$ cat config.mk
export PLATFORM = sky130hd
export DESIGN_NAME = snake_body_engine
export DESIGN_NICKNAME = d
export VERILOG_FILES = /design/src/rtl/snake_pkg.sv /design/src/rtl/snake_seg_ram.sv /design/src/rtl/snake_body_engine.sv
export SDC_FILE = /design/constraint.sdc
export NUM_CORES = 1
export LEC_CHECK = 0
export CAP_MARGIN = 20
export CORE_MARGIN = 2
export CORE_UTILIZATION = 41
export DETAILED_ROUTE_END_ITERATION = 8
export PLACE_DENSITY = 0.54
export SETUP_SLACK_MARGIN = 0.15
export SLEW_MARGIN = 30
export SYNTH_ARGS = -nofsm -noshare
export SYNTH_HDL_FRONTEND = slang
export SYNTH_SLANG_ARGS = --single-unit
$ cat constraint.sdc
create_clock -name clk -period 11.4 [get_ports clk]
set_input_delay 2.28 -clock clk [delete_from_list [all_inputs] [get_ports clk]]
set_output_delay 2.28 -clock clk [all_outputs]
set_load 0.01 [all_outputs]
$ cat src/rtl/snake_pkg.sv
`default_nettype none
// ============================================================================
//  Module      : snake_pkg
//  Description : Shared definitions for the snake body engine: one-hot
//                direction codes, direction helpers, FSM state encoding and
//                default colour ids.
//  Revision    : 1.0 - initial release
// ============================================================================
package snake_pkg;

    // One-hot direction codes as presented on the dir input.
    localparam logic [3:0] c_dir_right = 4'b0001;
    localparam logic [3:0] c_dir_left  = 4'b0010;
    localparam logic [3:0] c_dir_down  = 4'b0100;
    localparam logic [3:0] c_dir_up    = 4'b1000;

    // Default colour ids.
    localparam logic [7:0] c_color_head = 8'hff;
    localparam logic [7:0] c_color_body = 8'h0f;
    localparam logic [7:0] c_color_bg   = 8'h00;

    // Engine state encoding.
    typedef enum logic [2:0] {
        ST_INIT  = 3'd0,
        ST_IDLE  = 3'd1,
        ST_SCAN  = 3'd2,
        ST_ERASE = 3'd3,
        ST_BODY  = 3'd4,
        ST_HEAD  = 3'd5,
        ST_DEAD  = 3'd6
    } state_t;

    // Opposite heading of a one-hot direction.
    function automatic logic [3:0] reverse_dir(input logic [3:0] d);
        logic [3:0] r;
        r = d;
        case (d)
            c_dir_right: r = c_dir_left;
            c_dir_left:  r = c_dir_right;
            c_dir_down:  r = c_dir_up;
            c_dir_up:    r = c_dir_down;
            default:     r = d;
        endcase
        return r;
    endfunction

    // True when exactly one of the four request bits is set.
    function automatic logic is_onehot4(input logic [3:0] d);
        return (d == c_dir_right) || (d == c_dir_left) ||
               (d == c_dir_down)  || (d == c_dir_up);
    endfunction

endpackage : snake_pkg
`default_nettype wire

$ cat src/rtl/snake_seg_ram.sv
`default_nettype none
// ============================================================================
//  Module      : snake_seg_ram
//  Description : Ring storage for snake segment coordinates. Synchronous
//                write, combinational read by index.
//  Ports       : clk        - system clock
//                i_wr_en    - write strobe
//                i_wr_addr  - write index
//                i_wr_data  - packed {x, y} written at i_wr_addr
//                i_rd_addr  - read index
//                o_rd_data  - packed {x, y} stored at i_rd_addr
//  Revision    : 1.0 - initial release
// ============================================================================
module snake_seg_ram #(
    parameter int DEPTH      = 64,
    parameter int ADDR_WIDTH = 6,
    parameter int DATA_WIDTH = 10
) (
    input  logic                  clk,
    input  logic                  i_wr_en,
    input  logic [ADDR_WIDTH-1:0] i_wr_addr,
    input  logic [DATA_WIDTH-1:0] i_wr_data,
    input  logic [ADDR_WIDTH-1:0] i_rd_addr,
    output logic [DATA_WIDTH-1:0] o_rd_data
);

    logic [DATA_WIDTH-1:0] r_mem [DEPTH];

    always_ff @(posedge clk) begin
        if (i_wr_en) begin
            r_mem[i_wr_addr] <= i_wr_data;
        end
    end

    assign o_rd_data = r_mem[i_rd_addr];

endmodule : snake_seg_ram
`default_nettype wire

$ cat src/rtl/snake_body_engine.sv
`default_nettype none
// ============================================================================
//  Module      : snake_body_engine
//  Description : Multi-segment snake mover. Keeps the body in a ring buffer,
//                accepts direction requests and step ticks, detects self and
//                wall collisions and redraws each move incrementally through
//                a one-outstanding request/done draw handshake.
//  Ports       : clk, rst          - clock, synchronous active-high reset
//                step              - one-cycle move tick (taken in IDLE only)
//                dir               - one-hot direction request
//                grow              - one-cycle apple-eaten pulse
//                draw_done         - completion of the outstanding draw
//                head_x, head_y    - current head position
//                length            - current segment count
//                busy              - move or draw sequence in progress
//                game_over         - sticky collision flag
//                draw_x/y/color    - draw request payload
//                draw_vld          - one-cycle draw request strobe
//  Revision    : 1.0 - initial release
// ============================================================================
module snake_body_engine
    import snake_pkg::*;
#(
    parameter int H_LOGIC_WIDTH  = 5,
    parameter int V_LOGIC_WIDTH  = 5,
    parameter int H_LOGIC_MAX    = 31,
    parameter int V_LOGIC_MAX    = 23,
    parameter int MAX_LEN        = 64,
    parameter int LEN_WIDTH      = 7,
    parameter int INIT_X         = 16,
    parameter int INIT_Y         = 12,
    parameter int WRAP           = 1,
    parameter int COLOR_ID_WIDTH = 8,
    parameter logic [COLOR_ID_WIDTH-1:0] COLOR_HEAD = c_color_head,
    parameter logic [COLOR_ID_WIDTH-1:0] COLOR_BODY = c_color_body,
    parameter logic [COLOR_ID_WIDTH-1:0] COLOR_BG   = c_color_bg
) (
    input  logic                      clk,
    input  logic                      rst,
    input  logic                      step,
    input  logic [3:0]                dir,
    input  logic                      grow,
    input  logic                      draw_done,
    output logic [H_LOGIC_WIDTH-1:0]  head_x,
    output logic [V_LOGIC_WIDTH-1:0]  head_y,
    output logic [LEN_WIDTH-1:0]      length,
    output logic                      busy,
    output logic                      game_over,
    output logic [H_LOGIC_WIDTH-1:0]  draw_x,
    output logic [V_LOGIC_WIDTH-1:0]  draw_y,
    output logic [COLOR_ID_WIDTH-1:0] draw_color,
    output logic                      draw_vld
);

    localparam int c_ptr_w = $clog2(MAX_LEN);
    localparam int c_seg_w = H_LOGIC_WIDTH + V_LOGIC_WIDTH;

    localparam logic [H_LOGIC_WIDTH-1:0] c_h_max  = H_LOGIC_WIDTH'(H_LOGIC_MAX);
    localparam logic [V_LOGIC_WIDTH-1:0] c_v_max  = V_LOGIC_WIDTH'(V_LOGIC_MAX);
    localparam logic [H_LOGIC_WIDTH-1:0] c_init_x = H_LOGIC_WIDTH'(INIT_X);
    localparam logic [V_LOGIC_WIDTH-1:0] c_init_y = V_LOGIC_WIDTH'(INIT_Y);
    localparam logic [H_LOGIC_WIDTH-1:0] c_x_one  = H_LOGIC_WIDTH'(1);
    localparam logic [V_LOGIC_WIDTH-1:0] c_y_one  = V_LOGIC_WIDTH'(1);
    localparam logic [LEN_WIDTH-1:0]     c_len_1  = LEN_WIDTH'(1);
    localparam logic [LEN_WIDTH-1:0]     c_len_2  = LEN_WIDTH'(2);
    localparam logic [LEN_WIDTH-1:0]     c_len_mx = LEN_WIDTH'(MAX_LEN);
    localparam logic [c_ptr_w-1:0]       c_ptr_1  = c_ptr_w'(1);

    // ------------------------------------------------------------------
    // State
    // ------------------------------------------------------------------
    state_t                      r_state;
    state_t                      w_state_next;

    logic [c_ptr_w-1:0]          r_head_ptr;
    logic [c_ptr_w-1:0]          r_tail_ptr;
    logic [c_ptr_w-1:0]          r_scan_idx;
    logic [LEN_WIDTH-1:0]        r_length;
    logic [LEN_WIDTH-1:0]        r_scan_cnt;
    logic [3:0]                  r_cur_dir;
    logic [3:0]                  r_pend_dir;
    logic                        r_grow_pending;
    logic                        r_growing;
    logic                        r_game_over;
    logic                        r_issued;

    logic [H_LOGIC_WIDTH-1:0]    r_head_x, r_next_x, r_old_x, r_tail_x;
    logic [V_LOGIC_WIDTH-1:0]    r_head_y, r_next_y, r_old_y, r_tail_y;

    logic                        r_draw_vld;
    logic [H_LOGIC_WIDTH-1:0]    r_draw_x;
    logic [V_LOGIC_WIDTH-1:0]    r_draw_y;
    logic [COLOR_ID_WIDTH-1:0]   r_draw_color;

    // ------------------------------------------------------------------
    // Combinational helpers
    // ------------------------------------------------------------------
    logic [H_LOGIC_WIDTH-1:0]    w_next_x;
    logic [V_LOGIC_WIDTH-1:0]    w_next_y;
    logic                        w_wall;
    logic                        w_accept;
    logic                        w_grow_eff;
    logic [LEN_WIDTH-1:0]        w_scan_cnt;
    logic                        w_issue;
    logic                        w_done_ok;
    logic                        w_hit;
    logic                        w_commit;
    logic [H_LOGIC_WIDTH-1:0]    w_draw_x;
    logic [V_LOGIC_WIDTH-1:0]    w_draw_y;
    logic [COLOR_ID_WIDTH-1:0]   w_draw_color;
    logic                        w_wr_en;
    logic [c_ptr_w-1:0]          w_wr_addr;
    logic [c_seg_w-1:0]          w_wr_data;
    logic [c_ptr_w-1:0]          w_rd_addr;
    logic [c_seg_w-1:0]          w_rd_data;

    // ------------------------------------------------------------------
    // Segment storage
    // ------------------------------------------------------------------
    // INIT keeps writing the reset head into its slot so the ring always
    // holds a valid entry for the first move. At commit the new head goes
    // one slot past the current head.
    assign w_wr_en   = w_commit || (r_state == ST_INIT);
    assign w_wr_addr = w_commit ? (r_head_ptr + c_ptr_1) : r_head_ptr;
    assign w_wr_data = w_commit ? {r_next_x, r_next_y} : {r_head_x, r_head_y};

    // The single read port walks the body during SCAN; otherwise it points
    // at the tail so the tail coordinate can be captured on step accept,
    // before a full-length commit overwrites that slot.
    assign w_rd_addr = (r_state == ST_SCAN) ? r_scan_idx : r_tail_ptr;

    snake_seg_ram #(
        .DEPTH      (MAX_LEN),
        .ADDR_WIDTH (c_ptr_w),
        .DATA_WIDTH (c_seg_w)
    ) u_seg_ram (
        .clk       (clk),
        .i_wr_en   (w_wr_en),
        .i_wr_addr (w_wr_addr),
        .i_wr_data (w_wr_data),
        .i_rd_addr (w_rd_addr),
        .o_rd_data (w_rd_data)
    );

    // ------------------------------------------------------------------
    // Next head position and wall detection
    // ------------------------------------------------------------------
    always_comb begin
        w_next_x = r_head_x;
        w_next_y = r_head_y;
        w_wall   = 1'b0;
        case (r_pend_dir)
            c_dir_right: begin
                if (r_head_x == c_h_max) begin
                    w_next_x = '0;
                    w_wall   = (WRAP == 0);
                end else begin
                    w_next_x = r_head_x + c_x_one;
                end
            end
            c_dir_left: begin
                if (r_head_x == '0) begin
                    w_next_x = c_h_max;
                    w_wall   = (WRAP == 0);
                end else begin
                    w_next_x = r_head_x - c_x_one;
                end
            end
            c_dir_down: begin
                if (r_head_y == c_v_max) begin
                    w_next_y = '0;
                    w_wall   = (WRAP == 0);
                end else begin
                    w_next_y = r_head_y + c_y_one;
                end
            end
            c_dir_up: begin
                if (r_head_y == '0) begin
                    w_next_y = c_v_max;
                    w_wall   = (WRAP == 0);
                end else begin
                    w_next_y = r_head_y - c_y_one;
                end
            end
            default: begin
                w_next_x = r_head_x;
                w_next_y = r_head_y;
            end
        endcase
    end

    assign w_accept = (r_state == ST_IDLE) && step;

    // A grow arriving together with the step is consumed by that step.
    // Growth at full length is dropped, so such a move behaves exactly like
    // a normal one (tail excluded from the scan, tail erased).
    assign w_grow_eff = (r_grow_pending || grow) && (r_length < c_len_mx);

    // Entries to compare, walking from the segment behind the head toward
    // the tail. The head itself is never a candidate; the tail is skipped
    // when it is about to vacate.
    always_comb begin
        if (w_grow_eff) begin
            w_scan_cnt = r_length - c_len_1;
        end else if (r_length >= c_len_2) begin
            w_scan_cnt = r_length - c_len_2;
        end else begin
            w_scan_cnt = '0;
        end
    end

    // ------------------------------------------------------------------
    // FSM next state and draw request selection
    // ------------------------------------------------------------------
    // A late done (e.g. from before a reset) must not complete a request
    // that has only just been strobed, hence the !r_draw_vld qualifier.
    assign w_done_ok = r_issued && !r_draw_vld && draw_done;

    always_comb begin
        w_state_next = r_state;
        w_issue      = 1'b0;
        w_hit        = 1'b0;
        w_commit     = 1'b0;
        w_draw_x     = r_head_x;
        w_draw_y     = r_head_y;
        w_draw_color = COLOR_HEAD;
        case (r_state)
            ST_INIT: begin
                w_issue = !r_issued;
                if (w_done_ok) begin
                    w_state_next = ST_IDLE;
                end
            end
            ST_IDLE: begin
                if (step) begin
                    w_state_next = w_wall ? ST_DEAD : ST_SCAN;
                end
            end
            ST_SCAN: begin
                // A zero count still spends one cycle here, without comparing.
                w_hit = (r_scan_cnt != '0) && (w_rd_data == {r_next_x, r_next_y});
                if (w_hit) begin
                    w_state_next = ST_DEAD;
                end else if (r_scan_cnt <= c_len_1) begin
                    w_commit     = 1'b1;
                    w_state_next = r_growing ? ST_BODY : ST_ERASE;
                end
            end
            ST_ERASE: begin
                w_issue      = !r_issued;
                w_draw_x     = r_tail_x;
                w_draw_y     = r_tail_y;
                w_draw_color = COLOR_BG;
                if (w_done_ok) begin
                    // r_length already holds the post-move length here.
                    w_state_next = (r_length > c_len_1) ? ST_BODY : ST_HEAD;
                end
            end
            ST_BODY: begin
                w_issue      = !r_issued;
                w_draw_x     = r_old_x;
                w_draw_y     = r_old_y;
                w_draw_color = COLOR_BODY;
                if (w_done_ok) begin
                    w_state_next = ST_HEAD;
                end
            end
            ST_HEAD: begin
                w_issue = !r_issued;
                if (w_done_ok) begin
                    w_state_next = ST_IDLE;
                end
            end
            ST_DEAD: begin
                w_state_next = ST_DEAD;
            end
            default: begin
                w_state_next = ST_INIT;
            end
        endcase
    end

    // ------------------------------------------------------------------
    // State register
    // ------------------------------------------------------------------
    always_ff @(posedge clk) begin
        if (rst) begin
            r_state <= ST_INIT;
        end else begin
            r_state <= w_state_next;
        end
    end

    // ------------------------------------------------------------------
    // Datapath registers
    // ------------------------------------------------------------------
    always_ff @(posedge clk) begin
        if (rst) begin
            r_head_ptr     <= '0;
            r_tail_ptr     <= '0;
            r_scan_idx     <= '0;
            r_scan_cnt     <= '0;
            r_length       <= c_len_1;
            r_cur_dir      <= c_dir_right;
            r_pend_dir     <= c_dir_right;
            r_grow_pending <= 1'b0;
            r_growing      <= 1'b0;
            r_game_over    <= 1'b0;
            r_issued       <= 1'b0;
            r_head_x       <= c_init_x;
            r_head_y       <= c_init_y;
            r_next_x       <= '0;
            r_next_y       <= '0;
            r_old_x        <= '0;
            r_old_y        <= '0;
            r_tail_x       <= '0;
            r_tail_y       <= '0;
            r_draw_vld     <= 1'b0;
            r_draw_x       <= '0;
            r_draw_y       <= '0;
            r_draw_color   <= '0;
        end else begin
            // Draw handshake: one strobe per state visit, then wait for done.
            r_draw_vld <= w_issue;
            if (w_issue) begin
                r_issued     <= 1'b1;
                r_draw_x     <= w_draw_x;
                r_draw_y     <= w_draw_y;
                r_draw_color <= w_draw_color;
            end else if (w_done_ok) begin
                r_issued <= 1'b0;
            end

            // Direction request filtering; the reverse check is against the
            // heading actually in use, not the pending one.
            if ((r_state != ST_DEAD) && is_onehot4(dir) &&
                ((dir != reverse_dir(r_cur_dir)) || (r_length == c_len_1))) begin
                r_pend_dir <= dir;
            end

            if (r_state != ST_DEAD) begin
                if (w_accept) begin
                    r_grow_pending <= 1'b0;
                end else if (grow) begin
                    r_grow_pending <= 1'b1;
                end
            end

            if (w_accept) begin
                r_cur_dir  <= r_pend_dir;
                r_next_x   <= w_next_x;
                r_next_y   <= w_next_y;
                r_old_x    <= r_head_x;
                r_old_y    <= r_head_y;
                r_tail_x   <= w_rd_data[c_seg_w-1 -: H_LOGIC_WIDTH];
                r_tail_y   <= w_rd_data[V_LOGIC_WIDTH-1:0];
                r_growing  <= w_grow_eff;
                r_scan_idx <= r_head_ptr - c_ptr_1;
                r_scan_cnt <= w_scan_cnt;
            end

            if ((r_state == ST_SCAN) && !w_hit && !w_commit) begin
                r_scan_idx <= r_scan_idx - c_ptr_1;
                r_scan_cnt <= r_scan_cnt - c_len_1;
            end

            if (w_commit) begin
                r_head_ptr <= r_head_ptr + c_ptr_1;
                r_head_x   <= r_next_x;
                r_head_y   <= r_next_y;
                if (r_growing) begin
                    r_length <= r_length + c_len_1;
                end else begin
                    r_tail_ptr <= r_tail_ptr + c_ptr_1;
                end
            end

            if ((w_accept && w_wall) || w_hit) begin
                r_game_over <= 1'b1;
            end
        end
    end

    // ------------------------------------------------------------------
    // Outputs
    // ------------------------------------------------------------------
    assign head_x     = r_head_x;
    assign head_y     = r_head_y;
    assign length     = r_length;
    assign busy       = (r_state != ST_IDLE) && (r_state != ST_DEAD);
    assign game_over  = r_game_over;
    assign draw_x     = r_draw_x;
    assign draw_y     = r_draw_y;
    assign draw_color = r_draw_color;
    assign draw_vld   = r_draw_vld;

endmodule : snake_body_engine
`default_nettype wire

### Word level (Yosys, flattened, before mapping)

Memories as Yosys holds them, arrays and structs flattened.
Cells that the tools add are included.

| cells by class | value |
|---|---|
| add/subtract/negate cells | 12 |
| order comparisons | 4 |
| equal/unequal tests | 30 |
| mux-type cells | 40 |
| bitwise gates (word level) | 1 |
| reductions and logical operators | 33 |

Operators with widths:

| cell | count |
|---|---|
| $pmux W5 S2 | 4 |
| $mux W7 | 4 |
| $mux W6 | 4 |
| $mux W3 | 7 |
| $mux W5 | 4 |
| $pmux W3 S6 | 1 |
| $pmux W4 S4 | 1 |
| $pmux W8 S2 | 1 |
| $sub A7 B1 Y7 const B | 2 |
| $add A6 B1 Y6 const B | 2 |
| $eq A4 B1 Y1 const B | 3 |
| $eq A4 B2 Y1 const B | 3 |
| $eq A4 B3 Y1 const B | 3 |
| $eq A4 B4 Y1 const B | 3 |
| $mux W1 | 12 |
| $sub A6 B1 Y6 const B | 2 |
| $add A5 B1 Y5 const B | 2 |
| $eq A10 B10 Y1 | 1 |
| $eq A5 B5 Y1 const B | 2 |
| $logic_and A1 B1 Y1 | 10 |
| $logic_not A5 Y1 | 2 |
| $mux W10 | 1 |
| $sub A5 B1 Y5 const B | 2 |
| $eq A3 B3 Y1 const B | 3 |
| 25 further kinds | 41 |

| word-level totals | value |
|---|---|
| flip-flop bits (word level) | 106 |
| bits in writable memories | 640 |
| input bits | 9 |
| output and inout bits | 38 |
| logic and storage cells | 145 |
| memories kept | 1 |

Memory list:

| name | words | bits a word | read ports | clocked after memory_dff | write ports | line | text |
|---|---|---|---|---|---|---|---|
| u_seg_ram.r_mem | 64 | 10 | 1 | 0 | 1 | snake_seg_ram.sv:27 | `logic [DATA_WIDTH-1:0] r_mem [DEPTH];` |

### Depth between registers and ports, before layout

An unclocked memory read counts as a cell.

| logic depth | value |
|---|---|
| word-level depth | 10 |
| gate-level depth with buffers | 24 |
| depth with buffers taken out | 18 |

### By module

A second synthesis with hierarchy kept.

| second synthesis, totals | value |
|---|---|
| cell total of the unflattened synthesis | 1,831 |
| area total of the unflattened synthesis | 30,623.1 um2 |

By module, submodules not included:

| module | times used | cells an instance | area an instance (um2) | seq. area each (um2) |
|---|---|---|---|---|
| snake_seg_ram | 1 | 1,108 | 24,901.4 | 19,218.4 |
| snake_body_engine | 1 | 723 | 5,721.7 | 2,001.9 |

### Least setup slack after synthesis

Ideal clock, no wire load.

| timing path | value |
|---|---|
| kind | reg2reg |
| from | register r_scan_idx[0] |
| to | memory u_seg_ram.r_mem[0][4] (data pin) |
| setup time | 708 ps |
| data arrival time | 5,697 ps |
| setup slack | 4,995 ps |
| stages on the path, launching flop included | 18 |
| buffers on the path | 6 |
| period minus slack after synthesis | 6,405 ps |
| cells stage by stage | dfxtp_1 > buf_2 > buf_4 > buf_4 > buf_4 > buf_4 > mux2i_1 > nand2_1 > a21oi_1 > nor3_1 > a2111oi_0 > nand3_1 > xnor2_1 > nand4b_1 > a32oi_2 > a21o_1 > buf_2 > o21ai_0 |

| between the ends | value |
|---|---|
| cells in the longest elaborated chain, start to end | 7 |

RTL lines:

| item | line | text |
|---|---|---|
| from (decl) | snake_body_engine.sv:77 | `logic [c_ptr_w-1:0] r_scan_idx;` |
| from (signal assigned) | snake_body_engine.sv:358 | `r_scan_idx <= r_head_ptr - c_ptr_1;` |
| from (signal assigned) | snake_body_engine.sv:363 | `r_scan_idx <= r_scan_idx - c_ptr_1;` |
| $mux W6 | snake_body_engine.sv:130 | `assign w_rd_addr = (r_state == ST_SCAN) ? r_scan_idx : r_tail_ptr;` |
| $mem_v2 Z64 W10 | n/a |  |
| $eq A10 B10 Y1 | snake_body_engine.sv:241 | `w_hit = (r_scan_cnt != '0) && (w_rd_data == {r_next_x, r_next_y});` |
| $logic_and A1 B1 Y1 | snake_body_engine.sv:241 |  |
| $mux W1 | snake_body_engine.sv:242 | `if (w_hit) begin` |
| $mux W1 | snake_body_engine.sv:227 | `case (r_state)` |
| $mux W10 | snake_body_engine.sv:125 | `assign w_wr_data = w_commit ? {r_next_x, r_next_y} : {r_head_x, r_head_y};` |
| via u_seg_ram.i_wr_data[4] | snake_seg_ram.sv:22 | `input logic [DATA_WIDTH-1:0] i_wr_data,` |
| to (decl) | snake_seg_ram.sv:27 |  |

The timed path passes the listed nets, and every way through them passes these cells.

### Final worst setup path

| timing path | value |
|---|---|
| from | register r_state[1] |
| to | memory u_seg_ram.r_mem[48][8], enable pin |

| between the ends | value |
|---|---|
| cells in the longest elaborated chain, start to end | 10 |

RTL lines:

| item | line | text |
|---|---|---|
| from (decl) | snake_body_engine.sv:72 | `state_t r_state;` |
| from (signal assigned) | snake_body_engine.sv:290 | `r_state <= w_state_next;` |
| $eq A3 B2 Y1 | snake_body_engine.sv:130, snake_body_engine.sv:227 |  |
| $mux W6 | snake_body_engine.sv:130 |  |
| $mem_v2 Z64 W10 | n/a |  |
| $eq A10 B10 Y1 | snake_body_engine.sv:241 |  |
| $logic_and A1 B1 Y1 | snake_body_engine.sv:241 |  |
| $mux W1 | snake_body_engine.sv:242 |  |
| $mux W1 | snake_body_engine.sv:227 |  |
| $logic_or A1 B1 Y1 | snake_body_engine.sv:123 | `assign w_wr_en = w_commit \|\| (r_state == ST_INIT);` |
| $mux W1 | snake_seg_ram.sv:30 | `if (i_wr_en) begin` |
| $mux W1 (implied by the code) | snake_seg_ram.sv:31 | `r_mem[i_wr_addr] <= i_wr_data;` |

Parallel ways exist; a longest one is shown, timed or not.

==> metrics.txt <==
Min-Delay Path Depth 2; number of global-route vias before repair 23233; setup violators final 0; leading post-synthesis cells by cell area edfxtp_1, mux4_2, dfxtp_1, mux2i_1, nand2_1; Synth Flop Type edfxtp_1; Post-DP HPWL 75.0 mm; worst hold path class reg -> reg; router iterations before antenna repair 7; Worst Path Required 11.67 ns; cell taking the most area after synthesis edfxtp_1; post-CTS setup buffer count 0; Syn Nets 2681; post-synthesis area per instance 13.0 um^2; Max stage delay on crit path 0.83 ns; clk_lat worst skew 0.65 ns; Post-synth EDFFs 640; Rows 106; reg2reg setup slack 3.40 ns; register clock-pin slew on the reported worst setup and hold paths 0.06 ns; Crit. End Element flip-flop; RSZ-0062 raised after global routing false; final std cell area, no fill 39100 um^2; kind of cell adding the most delay to the critical path simple AND/OR/NAND/NOR gates; final WL 118 mm; Power per Cell Area 149 nW/um^2; Total GRT Usage 0.271; share of cells above drive strength 1 0.150; drt initial violations 3283; fmax 125 MHz; wire per inst 30.8 um; Final min period 8.00 ns; CTS tree yes; largest net degree at the start of global routing 80; Final Max Tran Viols 0; Seq cells post-synth 740; Root Buffer clkbuf_16; worst slew pin tran 1.08 ns; total gr overflow 0; Mapped Cells 2655; CTS max path bufs 3; WS Path Type reg -> reg; detailed-route DRC error count 0; Buf/Inv on CP 1; final net count 2703; WHS 0.456 ns; Via density 6.34; Placed Area 36300 um^2; Netlist Area Pre-Place 34600 um^2; Worst VDD drop 113 uV; max_slew headroom 0.280; crit-path cells nor3b_4 -> buf_4 -> a2bb2oi_1 -> a21oi_1 -> a22o_1 -> nor3_1 -> xor2_1 -> o21ai_0 -> o2111ai_2 -> nor4_4 -> a21o_1 -> nor2_2 -> mux2_2 -> nor2_1; Syn-to-layout area delta 12.9%; Startpoint Class flip-flop; slowest CP cell nor3_1; worst endpoint data arrival time 8.26 ns; setup TNS 0 ns; initial core utilization 0.414; clk_skew 0.0252 ns; IO Port Bufs 46; H-tree depth 3; total number of vias 24239; library cells used by synthesis 97; Ports 47; Num CTS Buffers 80; CP Depth 14; Post-CTS Hold Buffers 0; antenna viol nets, final 0; CP max FO 51; post-synth top area share 0.555; clk sinks 740; Die Wd 294 um; first-pass GRT wire length 170 mm; max_cap viols 0; Synth Warn # 0; FFs w/ async S/R, synth 0; status finished, final reports clean; antenna violations before repair 1; area of the core 83600 um^2; leakage 11.6 nW; Die ar. 86700 um^2; PostCTS Resize Cnt 0; Reg2Reg Depth 14; GPL Wtd Cong 0.923; Final Cycle Share 0.702; final hold vios 0; Seq/Total Area, Yosys 0.613; Die Y 294 um
==> worst min-delay path: stages (launching register included) <==
cell and delay (ns):
dfxtp_1 0.31, nand2_1 0.05, a21oi_1 0.05
==> flip-flops by register name (all words and copies together), names as in the netlist, 2 cells and up <==
register         flops
u_seg_ram.r_mem    640
head_x               5
r_pend_dir           4
r_cur_dir            4
r_tail_x             5
draw_y               5
r_old_y              5
r_scan_cnt           7
r_tail_ptr           6
r_old_x              5
r_scan_idx           6
r_state              3
r_next_x             5
length               7
draw_x               5
r_tail_y             5
r_next_y             5
r_head_ptr           6
head_y               5
draw_color           2
==> through the flow <==
| stage | utilization | power (mW) | worst slack (ns) | cells |
|---|---|---|---|---|
| floorplan | - | 3.12 | 4.99 | 2655 |
| global route | 0.468 | 5.98 | 3.05 | 3822 |
| CTS | 0.467 | 5.86 | 3.38 | 3822 |
| global placement | 0.434 | 3.20 | 3.47 | 3673 |
| finish | 0.468 | 5.83 | 3.40 | 3823 |
| detailed placement | 0.435 | 3.20 | 3.41 | 3675 |
==> Yosys cell counts, types with 16 or more instances <==
library cell / count
nand2b_1: 19
o22ai_1: 35
nor2b_1: 21
clkbuf_1: 91
nor3_1: 77
nand4_1: 20
a31oi_1: 30
nand3_1: 96
mux2i_1: 171
buf_4: 24
dfxtp_1: 100
buf_2: 46
mux4_2: 105
mux2_2: 32
edfxtp_1: 640
ha_1: 17
buf_1: 20
a22oi_1: 33
nor2_1: 157
inv_1: 26
o21ai_0: 62
nand2_1: 337
a211oi_1: 25
a21oi_1: 142
xnor2_1: 24
and3_1: 16
==> report_power, final <==
group | switching [mW] | internal [mW] | total, mW
registers | 0.0245 | 2.92 | 2.94
clock network | 1.09 | 1.59 | 2.68
logic | 0.129 | 0.0753 | 0.204
==> cell type report <==
type,instances,area [um^2]
antenna,1,2.50
clock buffer,102,2150
clock inverter,45,548
fill,7333,44500
inverter,27,101
multi-input combinational,1696,12500
sequential,740,21200
tap,1080,1350
timing repair buffer,132,1160
==> metal layers <==
| metal | GRT usage | share of wire | up-vias |
|---|---|---|---|
| met5 | 0 | 0 | - |
| met2 | 0.415 | 0.45 | 1321 |
| met4 | 0.0984 | 0.037 | 0 |
| met1 | 0.385 | 0.42 | 12364 |
| met3 | 0.0517 | 0.090 | 210 |
| li1 | - | - | 10344 |
==> worst paths after layout <==
kind,startpoint,end
max,r_state[1],u_seg_ram.r_mem[48][8]
min,r_old_x[4],r_old_x[4]
max reg2reg,r_state[1],u_seg_ram.r_mem[48][8]
min reg2reg,r_old_x[4],r_old_x[4]
==> cell usage in the layout, fill, tap and decap left out, types with 11 or more instances in the layout <==
| cell | instances |
|---|---|
| edfxtp_1 | 640 |
| nand2_1 | 337 |
| mux2i_1 | 168 |
| nor2_1 | 155 |
| a21oi_1 | 141 |
| mux4_2 | 105 |
| nand3_1 | 96 |
| dfxtp_1 | 94 |
| buf_4 | 82 |
| clkbuf_16 | 80 |
| nor3_1 | 73 |
| o21ai_0 | 59 |
| clkdlybuf4s50_1 | 45 |
| o22ai_1 | 35 |
| a22oi_1 | 32 |
| mux2_2 | 30 |
| a31oi_1 | 30 |
| a211oi_1 | 25 |
| inv_1 | 24 |
| xnor2_1 | 24 |
| nor2b_1 | 20 |
| nand4_1 | 20 |
| nand2b_1 | 19 |
| clkinv_1 | 17 |
| ha_1 | 17 |
| and3_1 | 16 |
| a32oi_1 | 15 |
| a221oi_1 | 15 |
| clkbuf_1 | 15 |
| nand3b_1 | 14 |
| and2_1 | 13 |
| o221ai_1 | 12 |
| xor2_1 | 12 |
| nor4_1 | 12 |
| bufinv_16 | 11 |
==> cell families after synthesis <==
logic type | count (synthesis) | synth area share
AOI/OAI and AO/OA | 498 | 0.0989
xor gates and xnor gates | 36 | 0.00911
adders and majority gates | 17 | 0.00615
buffers and inverters | 219 | 0.0304
DFF | 740 | 0.613
muxes | 313 | 0.130
and+or+nand+nor | 832 | 0.112
Note: power is estimated with default switching activity, not from simulation.
